<file path="config.mk">
export PLATFORM = sky130hd
export DESIGN_NAME = z88_memarb
export DESIGN_NICKNAME = d
export VERILOG_FILES = /design/src/rtl/z88_memarb.sv
export SDC_FILE = /design/constraint.sdc
export NUM_CORES = 1
export LEC_CHECK = 0
export ABC_AREA = 1
export ABC_CLOCK_PERIOD_IN_PS = 2000
export CAP_MARGIN = 15
export CORE_ASPECT_RATIO = 0.9
export CORE_UTILIZATION = 34
export CTS_BUF_LIST = sky130_fd_sc_hd__clkbuf_8
export DETAILED_ROUTE_END_ITERATION = 8
export GPL_TIMING_DRIVEN = 0
export PLACE_DENSITY_LB_ADDON = 0.1
export SYNTH_ARGS = -nofsm -noshare
export SYNTH_HDL_FRONTEND = slang
export SYNTH_SLANG_ARGS = --single-unit
</file>
<file path="constraint.sdc">
create_clock -name clk -period 2 [get_ports clk]
set_clock_uncertainty 0.1 [all_clocks]
set_input_delay 0.5 -clock clk [delete_from_list [all_inputs] [get_ports clk]]
set_output_delay 0.5 -clock clk [all_outputs]
set_load 0.01 [all_outputs]
</file>
<file path="src/rtl/z88_memarb.sv">
// z88_memarb: single-port SRAM arbiter/sequencer for Z88 slot 0.
// The lower half of the SRAM holds the ROM image and the upper half the RAM.
// The Blink-decoded CPU bus and a loader/debug port share the SRAM.
// Optional feature macro: ROM_WP_EN. When it is defined, CPU writes to the
// ROM half are swallowed in one cycle without touching the SRAM.
//
// Loader handshake: ldr_req is a held request. ldr_we, ldr_a and ldr_di must
// stay stable while ldr_req is high. Each transfer completes with a one-cycle
// ldr_ack. ldr_do is valid in that cycle and holds until the next loader read.
// If ldr_req is still high in the ack cycle, that is taken as the next request.
module z88_memarb #(
    parameter int ADDR_W  = 20,
    parameter int ACC_CYC = 2
) (
    input  logic              clk,
    input  logic              reset_n,
    input  logic [ADDR_W-2:0] cpu_a,
    input  logic              cpu_ipce_n,
    input  logic              cpu_irce_n,
    input  logic              cpu_roe_n,
    input  logic              cpu_wrb_n,
    input  logic [7:0]        cpu_di,
    output logic [7:0]        cpu_do,
    output logic              cpu_wait_n,
    input  logic              ldr_req,
    input  logic              ldr_we,
    input  logic [ADDR_W-1:0] ldr_a,
    input  logic [7:0]        ldr_di,
    output logic              ldr_ack,
    output logic [7:0]        ldr_do,
    output logic [ADDR_W-1:0] sram_a,
    output logic [7:0]        sram_di,
    input  logic [7:0]        sram_do,
    output logic              sram_ce_n,
    output logic              sram_oe_n,
    output logic              sram_we_n
);

    localparam logic [2:0] LAST_CYC = 3'(ACC_CYC);

    typedef enum logic [2:0] {
        S_IDLE   = 3'd0,
        S_CPU_RD = 3'd1,
        S_CPU_WR = 3'd2,
        S_LDR_RD = 3'd3,
        S_LDR_WR = 3'd4
    } state_t;

    state_t            state;
    logic [2:0]        cnt;        // cycle index inside an access, 1..ACC_CYC
    logic              served;     // current CPU strobe already got its access
    logic              last_cpu;   // last completed access belonged to the CPU

    logic              ce_any;
    logic              stb_any;
    logic              cpu_bus_idle;
    logic              cpu_req;
    logic              cpu_wr;
    logic              grant_cpu;
    logic              last_cyc;
    logic              cpu_done;
    logic              rom_wp_hit;
    logic [ADDR_W-1:0] cpu_addr;

    assign ce_any       = ~cpu_ipce_n | ~cpu_irce_n;
    assign stb_any      = ~cpu_roe_n | ~cpu_wrb_n;
    // Both enables high or both strobes high ends the CPU cycle.
    assign cpu_bus_idle = (cpu_ipce_n & cpu_irce_n) | (cpu_roe_n & cpu_wrb_n);
    assign cpu_req      = ce_any & stb_any & ~served;
    // Write wins when both strobes are low.
    assign cpu_wr       = ~cpu_wrb_n;
    // ROM enable wins when both enables are low: the top address bit is 0.
    assign cpu_addr     = {cpu_ipce_n, cpu_a};

    // The CPU takes the slot unless it had the last one and the loader waits.
    assign grant_cpu    = (state == S_IDLE) & cpu_req & ~(last_cpu & ldr_req);
    assign last_cyc     = (cnt == LAST_CYC);

`ifdef ROM_WP_EN
    assign rom_wp_hit   = grant_cpu & cpu_wr & ~cpu_ipce_n;
`else
    assign rom_wp_hit   = 1'b0;
`endif

    assign cpu_done     = (((state == S_CPU_RD) | (state == S_CPU_WR)) & last_cyc) | rom_wp_hit;

    // The CPU is held while its request is present and not yet completed.
    assign cpu_wait_n   = ~cpu_req;

    // Track whether the current CPU strobe has already been serviced.
    always_ff @(posedge clk) begin
        if (!reset_n) begin
            served <= 1'b0;
        end else if (cpu_bus_idle) begin
            served <= 1'b0;
        end else if (cpu_done) begin
            served <= 1'b1;
        end
    end

    // Access sequencer: arbitrate in IDLE, then run a fixed-length SRAM cycle.
    always_ff @(posedge clk) begin
        if (!reset_n) begin
            state     <= S_IDLE;
            cnt       <= 3'd0;
            last_cpu  <= 1'b0;
            sram_ce_n <= 1'b1;
            sram_oe_n <= 1'b1;
            sram_we_n <= 1'b1;
            sram_a    <= '0;
            sram_di   <= 8'h00;
            cpu_do    <= 8'hFF;
            ldr_do    <= 8'h00;
            ldr_ack   <= 1'b0;
        end else begin
            ldr_ack <= 1'b0;
            case (state)
                S_IDLE: begin
                    cnt <= 3'd1;
                    if (rom_wp_hit) begin
                        // Protected ROM write: complete at once, no SRAM cycle.
                        last_cpu <= 1'b1;
                    end else if (grant_cpu) begin
                        sram_a    <= cpu_addr;
                        sram_ce_n <= 1'b0;
                        sram_we_n <= 1'b1;
                        if (cpu_wr) begin
                            state     <= S_CPU_WR;
                            sram_di   <= cpu_di;
                            sram_oe_n <= 1'b1;
                        end else begin
                            state     <= S_CPU_RD;
                            sram_oe_n <= 1'b0;
                        end
                    end else if (ldr_req) begin
                        sram_a    <= ldr_a;
                        sram_ce_n <= 1'b0;
                        sram_we_n <= 1'b1;
                        if (ldr_we) begin
                            state     <= S_LDR_WR;
                            sram_di   <= ldr_di;
                            sram_oe_n <= 1'b1;
                        end else begin
                            state     <= S_LDR_RD;
                            sram_oe_n <= 1'b0;
                        end
                    end
                end
                S_CPU_RD, S_CPU_WR, S_LDR_RD, S_LDR_WR: begin
                    if (last_cyc) begin
                        state     <= S_IDLE;
                        sram_ce_n <= 1'b1;
                        sram_oe_n <= 1'b1;
                        sram_we_n <= 1'b1;
                        if (state == S_CPU_RD) begin
                            cpu_do <= sram_do;
                        end
                        if (state == S_LDR_RD) begin
                            ldr_do <= sram_do;
                        end
                        last_cpu <= (state == S_CPU_RD) | (state == S_CPU_WR);
                        ldr_ack  <= (state == S_LDR_RD) | (state == S_LDR_WR);
                    end else begin
                        cnt <= cnt + 3'd1;
                        // First write cycle is address/data setup, then we_n low.
                        if ((state == S_CPU_WR) || (state == S_LDR_WR)) begin
                            sram_we_n <= 1'b0;
                        end
                    end
                end
                default: begin
                    state <= S_IDLE;
                end
            endcase
        end
    end

endmodule
</file>
* Word-level counts from Yosys, hierarchy flattened
Index checks and enable logic that the tools add are counted.
** Storage, ports and cells
- Output and inout port bits :: 49
- Input bits :: 71
- Register bits :: 56
** Cells by class
- Equality and inequality tests :: 10
- Add/subtract/negate cells :: 1
- Muxes and demuxes :: 28
- Reduce and logical (&&, ||, !) cells :: 17
- Bitwise logic cells :: 21
** Operators by type and width (count)
- 20-bit two-way mux :: 2
- 8-bit two-way mux :: 4
- 3-bit two-way mux :: 5
- 3-bit AND reduction :: 5
- 3-bit one-hot mux with 2 select lines :: 2
- 1-bit two-way mux :: 11
- 3-bit by 2-bit equality test with 1-bit output, second input constant :: 3
- 1-bit AND :: 8
- 1-bit NOT :: 8
- 2-bit AND reduction :: 4
- 2-bit != test, second input constant :: 3
- 3-bit != test, second input constant :: 2
- 1-bit one-hot mux with 2 select lines :: 3
- 2-bit nonzero test :: 3
- 1-bit bitwise OR :: 5
- 4-bit AND reduction :: 1
- 4-bit OR reduction :: 1
- 3-bit by 1-bit adder with 3-bit output, second input constant :: 1
- 3-bit by 1-bit equality test with 1-bit output, second input constant :: 1
- 3-bit equality test, second input constant :: 1
- 3-bit logical NOT :: 1
- 2-bit two-way mux :: 1
- 2-bit OR reduction :: 1
- 1-bit logical OR :: 1

* Longest topological paths before layout
Gate-level depths: netlist of run 1.
- Word-level depth :: 8
- Depth in mapped cells :: 11
- Mapped depth without buffers :: 11

* Least setup slack after synthesis of run 1
Ideal clock, no wire load.
- Path kind :: input -> register
- Start point :: input cpu_ipce_n
- End point :: register sram_a[18]
- Path buffers :: 2
- Data required time :: 1.832 ns
- Arrival :: 1.530 ns
- Cell stages on the path :: 9
- Setup time :: 0.068 ns
- Path slack :: 0.302 ns
- Path through :: nand2_1 -> nand3_1 -> nor2_4 -> nor2_2 -> nor2_2 -> buf_4 -> buf_12 -> nand2_1 -> a21oi_2
** Between the ends
- Longest elaborated chain between the ends :: 8
** RTL lines
- start: declaration :: RTL line 18 : input logic cpu_ipce_n,
- 1-bit NOT * :: RTL line 65 : assign ce_any = ~cpu_ipce_n | ~cpu_irce_n;
- 1-bit bitwise OR * :: RTL line 65
- 1-bit AND * (2 in a row) :: RTL line 69 : assign cpu_req = ce_any & stb_any & ~served;
- 1-bit AND * (2 in a row) :: RTL line 76 : assign grant_cpu = (state == S_IDLE) & cpu_req & ~(last_cpu & ldr_req);
- 2-bit nonzero test (no source line)
- 2-bit AND reduction (no source line)
- end signal: assignment :: RTL line 124 : sram_a <= cpu_addr;
- end signal: assignment :: RTL line 136 : sram_a <= ldr_a;
- end: declaration :: RTL line 31 : output logic [ADDR_W-1:0] sram_a,
Mark *: on every way between the ends. The rest lies on a longest branch, timed or not.
A chain may end at the register's enable or synchronous reset.

* Worst setup path in the final report of run 1
- Start point :: input cpu_ipce_n
- End point :: output cpu_wait_n
** Between the ends
- Longest elaborated chain between the ends :: 5
** RTL lines
- 1-bit NOT :: RTL line 65
- 1-bit bitwise OR :: RTL line 65
- 1-bit AND (2 in a row) :: RTL line 69
- 1-bit NOT :: RTL line 88 : assign cpu_wait_n = ~cpu_req;
- end: declaration :: RTL line 24 : output logic cpu_wait_n,
Every way passes these cells.

==> impl_metrics.env, run 1 <==
export IMPL_result_of_the_run="completed"
export IMPL_grt_setup_unrepaired="false"
export IMPL_detailedRoute_firstPassIterationCount=4
export IMPL_crit_path_max_fanout=2
export IMPL_detailroute_via_count=2817
export IMPL_synth_area_mux_share_pct=0
export IMPL_final_nets=607
export IMPL_post_route_period_util_pct=96.5
export IMPL_holdBufCountCts=0
export IMPL_net_switching_power_mw=1.84
export IMPL_tritoncts_num_buffers=5
export IMPL_root_buffer="clkbuf_8"
export IMPL_syn_avg_cell_area_um2=6.53
export IMPL_drt_antenna_violating_nets=0
export IMPL_synthesis_instances=408
export IMPL_filler_cell_count=784
export IMPL_timing_hold_worst_class="reg -> reg"
export IMPL_globalRouteMet2Util_pct=28.9
export IMPL_met3_usage_pct=4.43
export IMPL_synthTopCellsByArea="dfxtp_1 42%, nand2_1 20%, nor2_1 9.9%, nand3_1 5.3%, inv_1 4.5%"
export IMPL_grt_first_pass_wirelength_um=11600
export IMPL_slew_violations=0
export IMPL_critPathRequiredTime_ns=1.40
export IMPL_tightest_slew_ns=0.585
export IMPL_synth_compound_area_share_pct=8.17
export IMPL_path_class="in -> out"
export IMPL_dieWidth_um=95.3
export IMPL_worst_setup_path_start_kind="input port"
export IMPL_synth_net_count=481
export IMPL_area_growth_pct=54.2
export IMPL_endpoint_kind="output port"
export IMPL_antenna_found_initial=0
export IMPL_reg2reg_depth=11
export IMPL_mostFrequentLayoutCells="144 x nand2_1, 116 x clkdlybuf4s50_1, 69 x nor2_1"
export IMPL_route_detailed_drc=0
export IMPL_timing_max_slew_rel_slack_pct=61.0
export IMPL_power_static_leakage_nw=1.87
export IMPL_port_buffers=119
export IMPL_die_h_um=86.0
export IMPL_dp_worst_setup_slack_ns=-0.457
export IMPL_yosys_warnings=0
export IMPL_combinationalPowerShare_pct=51.0
export IMPL_netSwitchingFraction_pct=39.3
export IMPL_report_final_setup_viol=0
export IMPL_hold_path_depth=2
export IMPL_floorplan_io_pins=120
export IMPL_clkPwrFrac_pct=16.1
export IMPL_power_density_nw_per_um2=1140
export IMPL_global_route_usage_met1_pct=24.3
export IMPL_ctsHtreeMaxLevel=2
export IMPL_worstPathArrival_ns=1.33
export IMPL_routabilityCongestion=0.807
export IMPL_post_dp_hpwl_um=5620
export IMPL_core_area_um2=7580
export IMPL_synth_top_family_by_area="simple AND/OR/NAND/NOR gates"
export IMPL_timing_hold_violations_final=0
export IMPL_placement_row_count=30
export IMPL_mostFrequentLayoutCell="nand2_1"
export IMPL_grt_busiest_layer="met2"
export IMPL_parity_gate_share_of_the_synthesized_area_counting_xor_and_xnor_cells_pct=0.329
export IMPL_fin_worst_setup_slack_ns=0.0694
export IMPL_grt_total_usage_pct=18.1
export IMPL_post_drt_wl_per_cell_um=11.7
export IMPL_detailedRoute_firstIterationViolations=95
export IMPL_pin_count_of_the_biggest_net_entering_global_routing=18
export IMPL_highest_attainable_clock_frequency_ghz=0.518
export IMPL_synthDominantCellAreaShare_pct=42.1
export IMPL_cts_sinks=56
export IMPL_die_area_um2=8200
export IMPL_yosys_cell_types_count=26
export IMPL_tritoncts="built"
export IMPL_clock_tree_buffer_depth=2
export IMPL_synth_seq_area_share_pct=42.1
export IMPL_share_seq_of_total_power_pct=32.9
export IMPL_global_route_overflow_total=0
export IMPL_path_clk_slew_ns=0.09
export IMPL_fin_crit_ns=1.93
export IMPL_postRouteWirelength_um=7370
export IMPL_initial_utilization_pct=35.1
export IMPL_setup_tns_ns=0
export IMPL_post_synth_fa_ha_maj_area_fraction_pct=0.939
export IMPL_internal_power_mw=2.83
export IMPL_ir_drop_mv=0.513
export IMPL_post_synth_and_or_nand_nor_area_fraction_pct=40.0
export IMPL_postSynthRegisterBits=56
export IMPL_clock_insertion_delay_worst_skew_ns=0.32
export IMPL_grt_pass1_vias=2537
export IMPL_max_cap_violations=0
export IMPL_post_cts_repair_setup_buffers=0
export IMPL_post_route_cells_drive_above_1_share_pct=8.04
export IMPL_synth_top_area_cell="dfxtp_1"
export IMPL_mappedNetlistArea_um2=2670
export IMPL_drt_vias_per_instance=4.46
export IMPL_diodes=0
-- sequential cells by signal, summed over array words and instances, names as in the netlist --
| name | cells |
|---|---|
| cpu_do | 8 |
| state | 3 |
| sram_we_n | 1 |
| sram_di | 8 |
| sram_oe_n | 1 |
| cnt | 3 |
| sram_ce_n | 1 |
| ldr_ack | 1 |
| sram_a | 20 |
| last_cpu | 1 |
| served | 1 |
| ldr_do | 8 |
-- through the flow --
stage | util, % | hold slack (ns) | cells | cell area [um2] | power (mW)
floorplan | - | 0.360 | 408 | 2670 | 2.99
global placement | 52.4 | 0.339 | 623 | 3980 | 3.90
detailed placement | 52.4 | 0.345 | 623 | 3980 | 3.92
CTS | 54.0 | 0.370 | 631 | 4090 | 4.69
global route | 54.2 | 0.382 | 631 | 4110 | 5.04
finish | 54.2 | 0.368 | 631 | 4110 | 4.67
-- power groups by stage --
| stage | Combinational, mW | Sequential [mW] | Clock (mW) |
|---|---|---|---|
| after floorplan | 1.33 | 1.66 | 0 |
| after global placement | 2.34 | 1.56 | 0 |
| after detailed placement | 2.36 | 1.56 | 0 |
| after CTS | 2.38 | 1.54 | 0.767 |
| after global routing | 2.65 | 1.57 | 0.810 |
| final | 2.38 | 1.53 | 0.752 |
-- cells by family (layout without fill, tap and decap cells) --
group / Yosys count / after routing
compound gates: 40 / 40
xor+xnor: 1 / 1
fa+ha+maj: 2 / 2
buf+inv: 49 / 176
flops: 56 / 56
simple gates: 260 / 260
-- cells in the mapped netlist (all sizes together) --
cell type  instances
o21ai             13
nand2            151
buf                9
or2                1
nor2              76
inv               32
nor3               1
nand4              1
ha                 2
clkinv             1
xor2               1
a21oi             26
clkbuf             7
dfxtp             56
nand3             30
o211ai             1
-- routing by layer --
metal	wire (um)	up-vias
met2	3240	92
met3	548	8
met1	3500	1209
li1	-	1508
met4	76	0
met5	0	-
-- final cells by class --
type / count / area (um2) / area share, %
Timing Repair Buffer: 119 / 1190 / 28.9
Clock buffer: 5 / 68.8 / 1.67
Tap cell: 96 / 120 / 2.92
Inverter: 33 / 124 / 3.01
Clock inverter: 3 / 42.5 / 1.04
Sequential cell: 56 / 1120 / 27.3
Multi-Input combinational cell: 303 / 1340 / 32.5
Buffer: 16 / 109 / 2.65
-- worst max-delay path: stages --
cell,delay (ns)
clkdlybuf4s50_1,0.48
nand2_1,0.09
nand3_2,0.11
buf_2,0.15
-- path summary, 6_finish.rpt --
check                                              from                      end  slack (ns)
worst min-delay path            sram_a[10]$_SDFFE_PN0P_  sram_a[10]$_SDFFE_PN0P_        0.37
worst max-delay path                         cpu_ipce_n               cpu_wait_n        0.07
worst max register to register    state[2]$_SDFFE_PN0P_    state[1]$_SDFFE_PN0P_        0.28
worst min register to register  sram_a[10]$_SDFFE_PN0P_  sram_a[10]$_SDFFE_PN0P_        0.37
-- what timing repair did --
item,4_1_cts,5_1_grt
cloned,0,0
pin swaps,0,2
gates resized for setup,10,5
endpoints found under the setup margin,24,49
Power figures use the tool's default switching activity.
==> inputs of run 2 (changes only) <==
--- a/config.mk
+++ b/config.mk
@@ -13,6 +13,7 @@
 export CTS_BUF_LIST = sky130_fd_sc_hd__clkbuf_8
 export DETAILED_ROUTE_END_ITERATION = 8
 export GPL_TIMING_DRIVEN = 0
+export MAX_ROUTING_LAYER = met4
 export PLACE_DENSITY_LB_ADDON = 0.1
 export SYNTH_ARGS = -nofsm -noshare
 export SYNTH_HDL_FRONTEND = slang
==> run 2 against run 1 <==
Effect of this change: first-iteration DRC count down 4.2%; worst hold slack unchanged; critical path depth unchanged; cell area unchanged; wire length about the same; highest routed layer unchanged.
==> impl_metrics.env, run 2 (synthesis gave the netlist of run 1 again) <==
export IMPL_initial_utilization_pct=35.1
export IMPL_fin_worst_setup_slack_ns=0.0762
export IMPL_post_drt_wl_per_cell_um=11.7
export IMPL_post_dp_hpwl_um=5620
export IMPL_dp_worst_setup_slack_ns=-0.457
export IMPL_post_route_cell_area_um2=4110
export IMPL_timing_hold_worst_class="reg -> reg"
export IMPL_highest_attainable_clock_frequency_ghz=0.520
export IMPL_reg2reg_from="cnt[0]$_SDFFE_PN0P_"
export IMPL_drt_vias_per_instance=4.47
export IMPL_final_nets=607
export IMPL_report_final_setup_viol=0
export IMPL_timing_max_slew_rel_slack_pct=61.7
export IMPL_root_buffer="clkbuf_8"
export IMPL_grt_setup_unrepaired="false"
export IMPL_largest_register="sram_a"
export IMPL_dpl_cell_area_um2=3980
export IMPL_ir_drop_mv=0.514
export IMPL_port_buffers=119
export IMPL_mostFrequentLayoutCell="nand2_1"
export IMPL_grt_pass1_vias=2539
export IMPL_floorplan_io_pins=120
export IMPL_crit_chain="clkdlybuf4s50_1 > nand2_1 > nand3_2 > buf_2"
export IMPL_path_clk_slew_ns=0.09
export IMPL_max_cap_violations=0
export IMPL_timing_hold_ws_ns=0.368
export IMPL_detailedRoute_firstPassIterationCount=5
export IMPL_global_route_overflow_total=0
export IMPL_diodes=0
export IMPL_core_area_um2=7580
export IMPL_tightest_slew_ns=0.575
export IMPL_net_switching_power_mw=1.84
export IMPL_largest_register_ffs=20
export IMPL_endpoint_kind="output port"
export IMPL_ctsHtreeMaxLevel=2
export IMPL_pin_count_of_the_biggest_net_entering_global_routing=18
export IMPL_power_density_nw_per_um2=1140
export IMPL_detailroute_via_count=2822
export IMPL_worstSetupStartpoint="cpu_ipce_n"
export IMPL_clkPwrFrac_pct=16.2
export IMPL_area_growth_pct=54.2
export IMPL_tritoncts_num_buffers=5
export IMPL_critPathRequiredTime_ns=1.40
export IMPL_post_route_cells_drive_above_1_share_pct=8.04
export IMPL_power_static_leakage_nw=1.87
export IMPL_slew_violations=0
export IMPL_placement_row_count=30
export IMPL_filler_cell_count=784
export IMPL_postRouteWirelength_um=7370
export IMPL_min_from="sram_a[10]$_SDFFE_PN0P_"
export IMPL_fin_crit_ns=1.92
export IMPL_tritoncts="built"
export IMPL_result_of_the_run="completed"
export IMPL_clock_tree_buffer_depth=2
export IMPL_holdBufCountCts=0
export IMPL_post_route_period_util_pct=96.2
export IMPL_mostFrequentLayoutCells="144 x nand2_1, 116 x clkdlybuf4s50_1, 69 x nor2_1"
export IMPL_grt_first_pass_wirelength_um=11600
export IMPL_timing_hold_violations_final=0
export IMPL_combinationalPowerShare_pct=50.9
export IMPL_antenna_found_initial=0
export IMPL_dieWidth_um=95.3
export IMPL_crit_path_max_fanout=2
export IMPL_clock_insertion_delay_worst_skew_ns=0.32
export IMPL_routabilityCongestion=0.819
export IMPL_worst_stage_delay_on_the_critical_path_ns=0.48
export IMPL_worst_setup_path_start_kind="input port"
export IMPL_cts_sinks=56
export IMPL_netSwitchingFraction_pct=39.4
export IMPL_share_seq_of_total_power_pct=32.9
export IMPL_critPathTopFamily="buffers and inverters"
export IMPL_route_detailed_drc=0
export IMPL_buffering_stage_count_on_the_worst_path_with_inverters_included=2
export IMPL_detailedRoute_firstIterationViolations=91
export IMPL_worstPathArrival_ns=1.32
export IMPL_multiInputGateArea_um2=1340
export IMPL_internal_power_mw=2.83
export IMPL_die_area_um2=8200
export IMPL_drt_antenna_violating_nets=0
export IMPL_sequential_cell_area_um2=1120
export IMPL_grt_total_usage_pct=18.7
export IMPL_die_h_um=86.0
export IMPL_cp_slowest_cell="clkdlybuf4s50_1"
export IMPL_path_class="in -> out"
==> run 2: cell counts in the layout (fill, tap and decap cells not counted) <==
No cell type changed its count.
==> run 2: power groups by stage <==
| stage | clock [mW] | sequential, mW | combinational (mW) |
|---|---|---|---|
| floorplan | 0 | 1.66 | 1.33 |
| global placement | 0 | 1.56 | 2.34 |
| detailed placement | 0 | 1.56 | 2.36 |
| CTS | 0.767 | 1.54 | 2.38 |
| global route | 0.810 | 1.57 | 2.65 |
| finish | 0.756 | 1.54 | 2.38 |
==> run 2: worst paths after layout <==
check | to | slack, ns | cells past startpoint
setup / recovery | cpu_wait_n | 0.08 | 4
hold / removal | sram_a[10]$_SDFFE_PN0P_ | 0.37 | 2
setup reg to reg | ldr_do[6]$_SDFFE_PN0P_ | 0.29 | 9
hold reg to reg | sram_a[10]$_SDFFE_PN0P_ | 0.37 | 2
==> run 2: per-layer routing <==
| layer | vias up | GRT usage [%] | routed length [um] |
|---|---|---|---|
| li1 | 1509 | - | - |
| met1 | 1208 | 25.0 | 3620 |
| met2 | 97 | 28.8 | 3210 |
| met3 | 8 | 3.37 | 472 |
| met4 | 0 | 4.96 | 76 |
| met5 | - | - | 0 |
==> run 2: final cells by class <==
class / count / area share [%]
multi-input combinational: 303 / 32.5
timing repair buffer: 119 / 28.9
sequential: 56 / 27.3
inverter: 33 / 3.01
tap: 96 / 2.92
buffer: 16 / 2.65
clock buffer: 5 / 1.67
clock inverter: 3 / 1.04
==> run 2: worst reg2reg max path: stages (launching register included) <==
cell	delay (ns)
dfxtp_1	0.33
inv_1	0.08
ha_1	0.15
inv_1	0.04
nor2_1	0.19
inv_2	0.14
nor2_4	0.21
inv_1	0.16
nor2_1	0.17
nor2_1	0.06
==> run 2: what timing repair did <==
action | 4_1_cts | 5_1_grt
endpoints found under the hold margin | 0 | 0
gates resized for setup | 10 | 5
pin swaps | 0 | 2
setup endpoints to repair | 24 | 49
setup buffers | 0 | 0
==> run 2: per-stage QoR <==
| step | std cells | utilization [%] | power [mW] | TNS [ns] |
|---|---|---|---|---|
| global placement | 623 | 52.4 | 3.90 | -11.37 |
| global route | 631 | 54.2 | 5.04 | 0 |
| finish | 631 | 54.2 | 4.67 | 0 |
| CTS | 631 | 54.0 | 4.69 | 0 |
| floorplan | 408 | - | 2.99 | 0 |
| detailed placement | 623 | 52.4 | 3.92 | -11.79 |
==> inputs of run 3 (changes only) <==
--- a/config.mk
+++ b/config.mk
@@ -15,6 +15,7 @@
 export GPL_TIMING_DRIVEN = 0
 export MAX_ROUTING_LAYER = met4
 export PLACE_DENSITY_LB_ADDON = 0.1
+export SKIP_LAST_GASP = 1
 export SYNTH_ARGS = -nofsm -noshare
 export SYNTH_HDL_FRONTEND = slang
 export SYNTH_SLANG_ARGS = --single-unit
==> run 3 against run 2 <==
Effect of this change: cell count unchanged; register-to-register slack got worse by 0.05 ns; critical endpoint unchanged; largest cell class unchanged; sequential power barely moved.
==> impl_metrics.env, run 3 (synthesis gave the netlist of run 1 again) <==
export IMPL_result_of_the_run="completed"
export IMPL_timing_max_slew_rel_slack_pct=60.5
export IMPL_detailedRoute_firstIterationViolations=106
export IMPL_diodes=0
export IMPL_timing_hold_worst_class="reg -> reg"
export IMPL_clock_tree_buffer_depth=2
export IMPL_grt_total_usage_pct=18.7
export IMPL_hold_path_depth=2
export IMPL_drt_vias_per_instance=4.51
export IMPL_detailedRoute_firstPassIterationCount=4
export IMPL_reg2reg_depth=9
export IMPL_post_route_cells_drive_above_1_share_pct=7.85
export IMPL_ir_drop_mv=0.514
export IMPL_layout_core_utilization_pct=54.2
export IMPL_slew_violations=0
export IMPL_power_static_leakage_nw=1.87
export IMPL_path_clk_slew_ns=0.09
export IMPL_dieWidth_um=95.3
export IMPL_final_nets=607
export IMPL_largest_register_ffs=20
export IMPL_antenna_found_initial=0
export IMPL_mostFrequentLayoutCells="144 x nand2_1, 116 x clkdlybuf4s50_1, 69 x nor2_1"
export IMPL_multiInputGateArea_um2=1340
export IMPL_worst_stage_delay_on_the_critical_path_ns=0.49
export IMPL_timing_hold_ws_ns=0.368
export IMPL_tritoncts_num_buffers=5
export IMPL_final_cell_count_no_fill=631
export IMPL_crit_chain="clkdlybuf4s50_1 > nand2_1 > nand3_2 > buf_2"
export IMPL_total_power_mw=4.67
export IMPL_worstSetupStartpoint="cpu_ipce_n"
export IMPL_clock_insertion_delay_worst_skew_ns=0.32
export IMPL_largest_register="sram_a"
export IMPL_post_route_period_util_pct=96.8
export IMPL_detailroute_via_count=2846
export IMPL_post_drt_wl_per_cell_um=11.7
export IMPL_max_cap_violations=0
export IMPL_highest_attainable_clock_frequency_ghz=0.517
export IMPL_reg2reg_from="cnt[0]$_SDFFE_PN0P_"
export IMPL_post_dp_hpwl_um=5620
export IMPL_root_buffer="clkbuf_8"
export IMPL_route_detailed_drc=0
export IMPL_placement_row_count=30
export IMPL_die_h_um=86.0
export IMPL_tritoncts="built"
export IMPL_fin_crit_ns=1.94
export IMPL_report_final_setup_viol=0
export IMPL_ctsHtreeMaxLevel=2
export IMPL_drt_antenna_violating_nets=0
export IMPL_postRouteWirelength_um=7390
export IMPL_cts_sinks=56
export IMPL_grt_setup_unrepaired="true"
export IMPL_rrSetupSlack_ns=0.24
export IMPL_port_buffers=119
export IMPL_endpoint_kind="output port"
export IMPL_crit_path_max_fanout=2
export IMPL_global_route_overflow_total=0
export IMPL_routabilityCongestion=0.819
export IMPL_area_growth_pct=54.3
export IMPL_setup_tns_ns=0
export IMPL_pin_count_of_the_biggest_net_entering_global_routing=18
export IMPL_grt_pass1_vias=2539
export IMPL_min_from="sram_a[10]$_SDFFE_PN0P_"
export IMPL_mostFrequentLayoutCell="nand2_1"
export IMPL_floorplan_io_pins=120
export IMPL_tightest_slew_ns=0.593
export IMPL_post_cts_repair_setup_buffers=0
export IMPL_core_area_um2=7580
export IMPL_initial_utilization_pct=35.1
export IMPL_grt_first_pass_wirelength_um=11600
export IMPL_worstPathArrival_ns=1.34
export IMPL_die_area_um2=8200
export IMPL_numPlacedInstances=623
export IMPL_path_class="in -> out"
export IMPL_sequential_cell_area_um2=1120
export IMPL_cp_slowest_cell="clkdlybuf4s50_1"
export IMPL_worst_setup_path_start_kind="input port"
export IMPL_filler_cell_count=783
export IMPL_critPathRequiredTime_ns=1.40
export IMPL_timing_hold_violations_final=0
export IMPL_power_density_nw_per_um2=1140
[run 3: cell types whose count changed in the layout (fill, tap and decap cells not counted), sizes merged]
cell,previous run,this run
dlygate4sd2,1,0
dlymetal6s2s,1,2
[run 3: power by group]
group	switching (mW)	total, mW	internal [mW]
combinational	1.30	2.38	1.08
clock	0.387	0.759	0.371
sequential	0.151	1.54	1.38
[run 3: final cells by class]
cell class              count  share of cell area (%)
repair buffers            119                    29.0
plain buffers              16                    2.65
clock buffers               5                    1.67
clock inverters             3                    1.03
flip-flops and latches     56                    27.3
multi-input cells         303                    32.5
inverters                  33                    3.01
well taps                  96                    2.92
[run 3: worst paths after layout]
path | endpoint
setup / recovery | cpu_wait_n
hold / removal | sram_a[10]$_SDFFE_PN0P_
setup reg to reg | ldr_do[6]$_SDFFE_PN0P_
hold reg to reg | sram_a[10]$_SDFFE_PN0P_
[run 3: what timing repair did]
item / in CTS / in global routing
pin swaps: 0 / 2
resized for setup: 8 / 6
endpoints found under the setup margin: 24 / 50
hold buffers: 0 / 0
[run 3: worst max-delay path: cells and delay by family]
family        cells  cell delay, ns
simple gates      2            0.20
buf+inv           2            0.64
[run 3: routing by layer]
metal | vias to the layer above | GRT usage (%) | wire length [um]
li1 | 1514 | - | -
met5 | - | - | 0
met3 | 8 | 3.37 | 467
met4 | 0 | 4.96 | 75
met1 | 1232 | 25.0 | 3620
met2 | 92 | 28.8 | 3230
[run 3: through the flow]
stage / cell area, um2 / setup WS, ns
after detailed placement: 3980 / -0.457
after global routing: 4110 / -0.00978
after CTS: 4100 / -0.0855
final: 4110 / 0.0640
after global placement: 3980 / -0.452
after floorplan: 2670 / 0.302
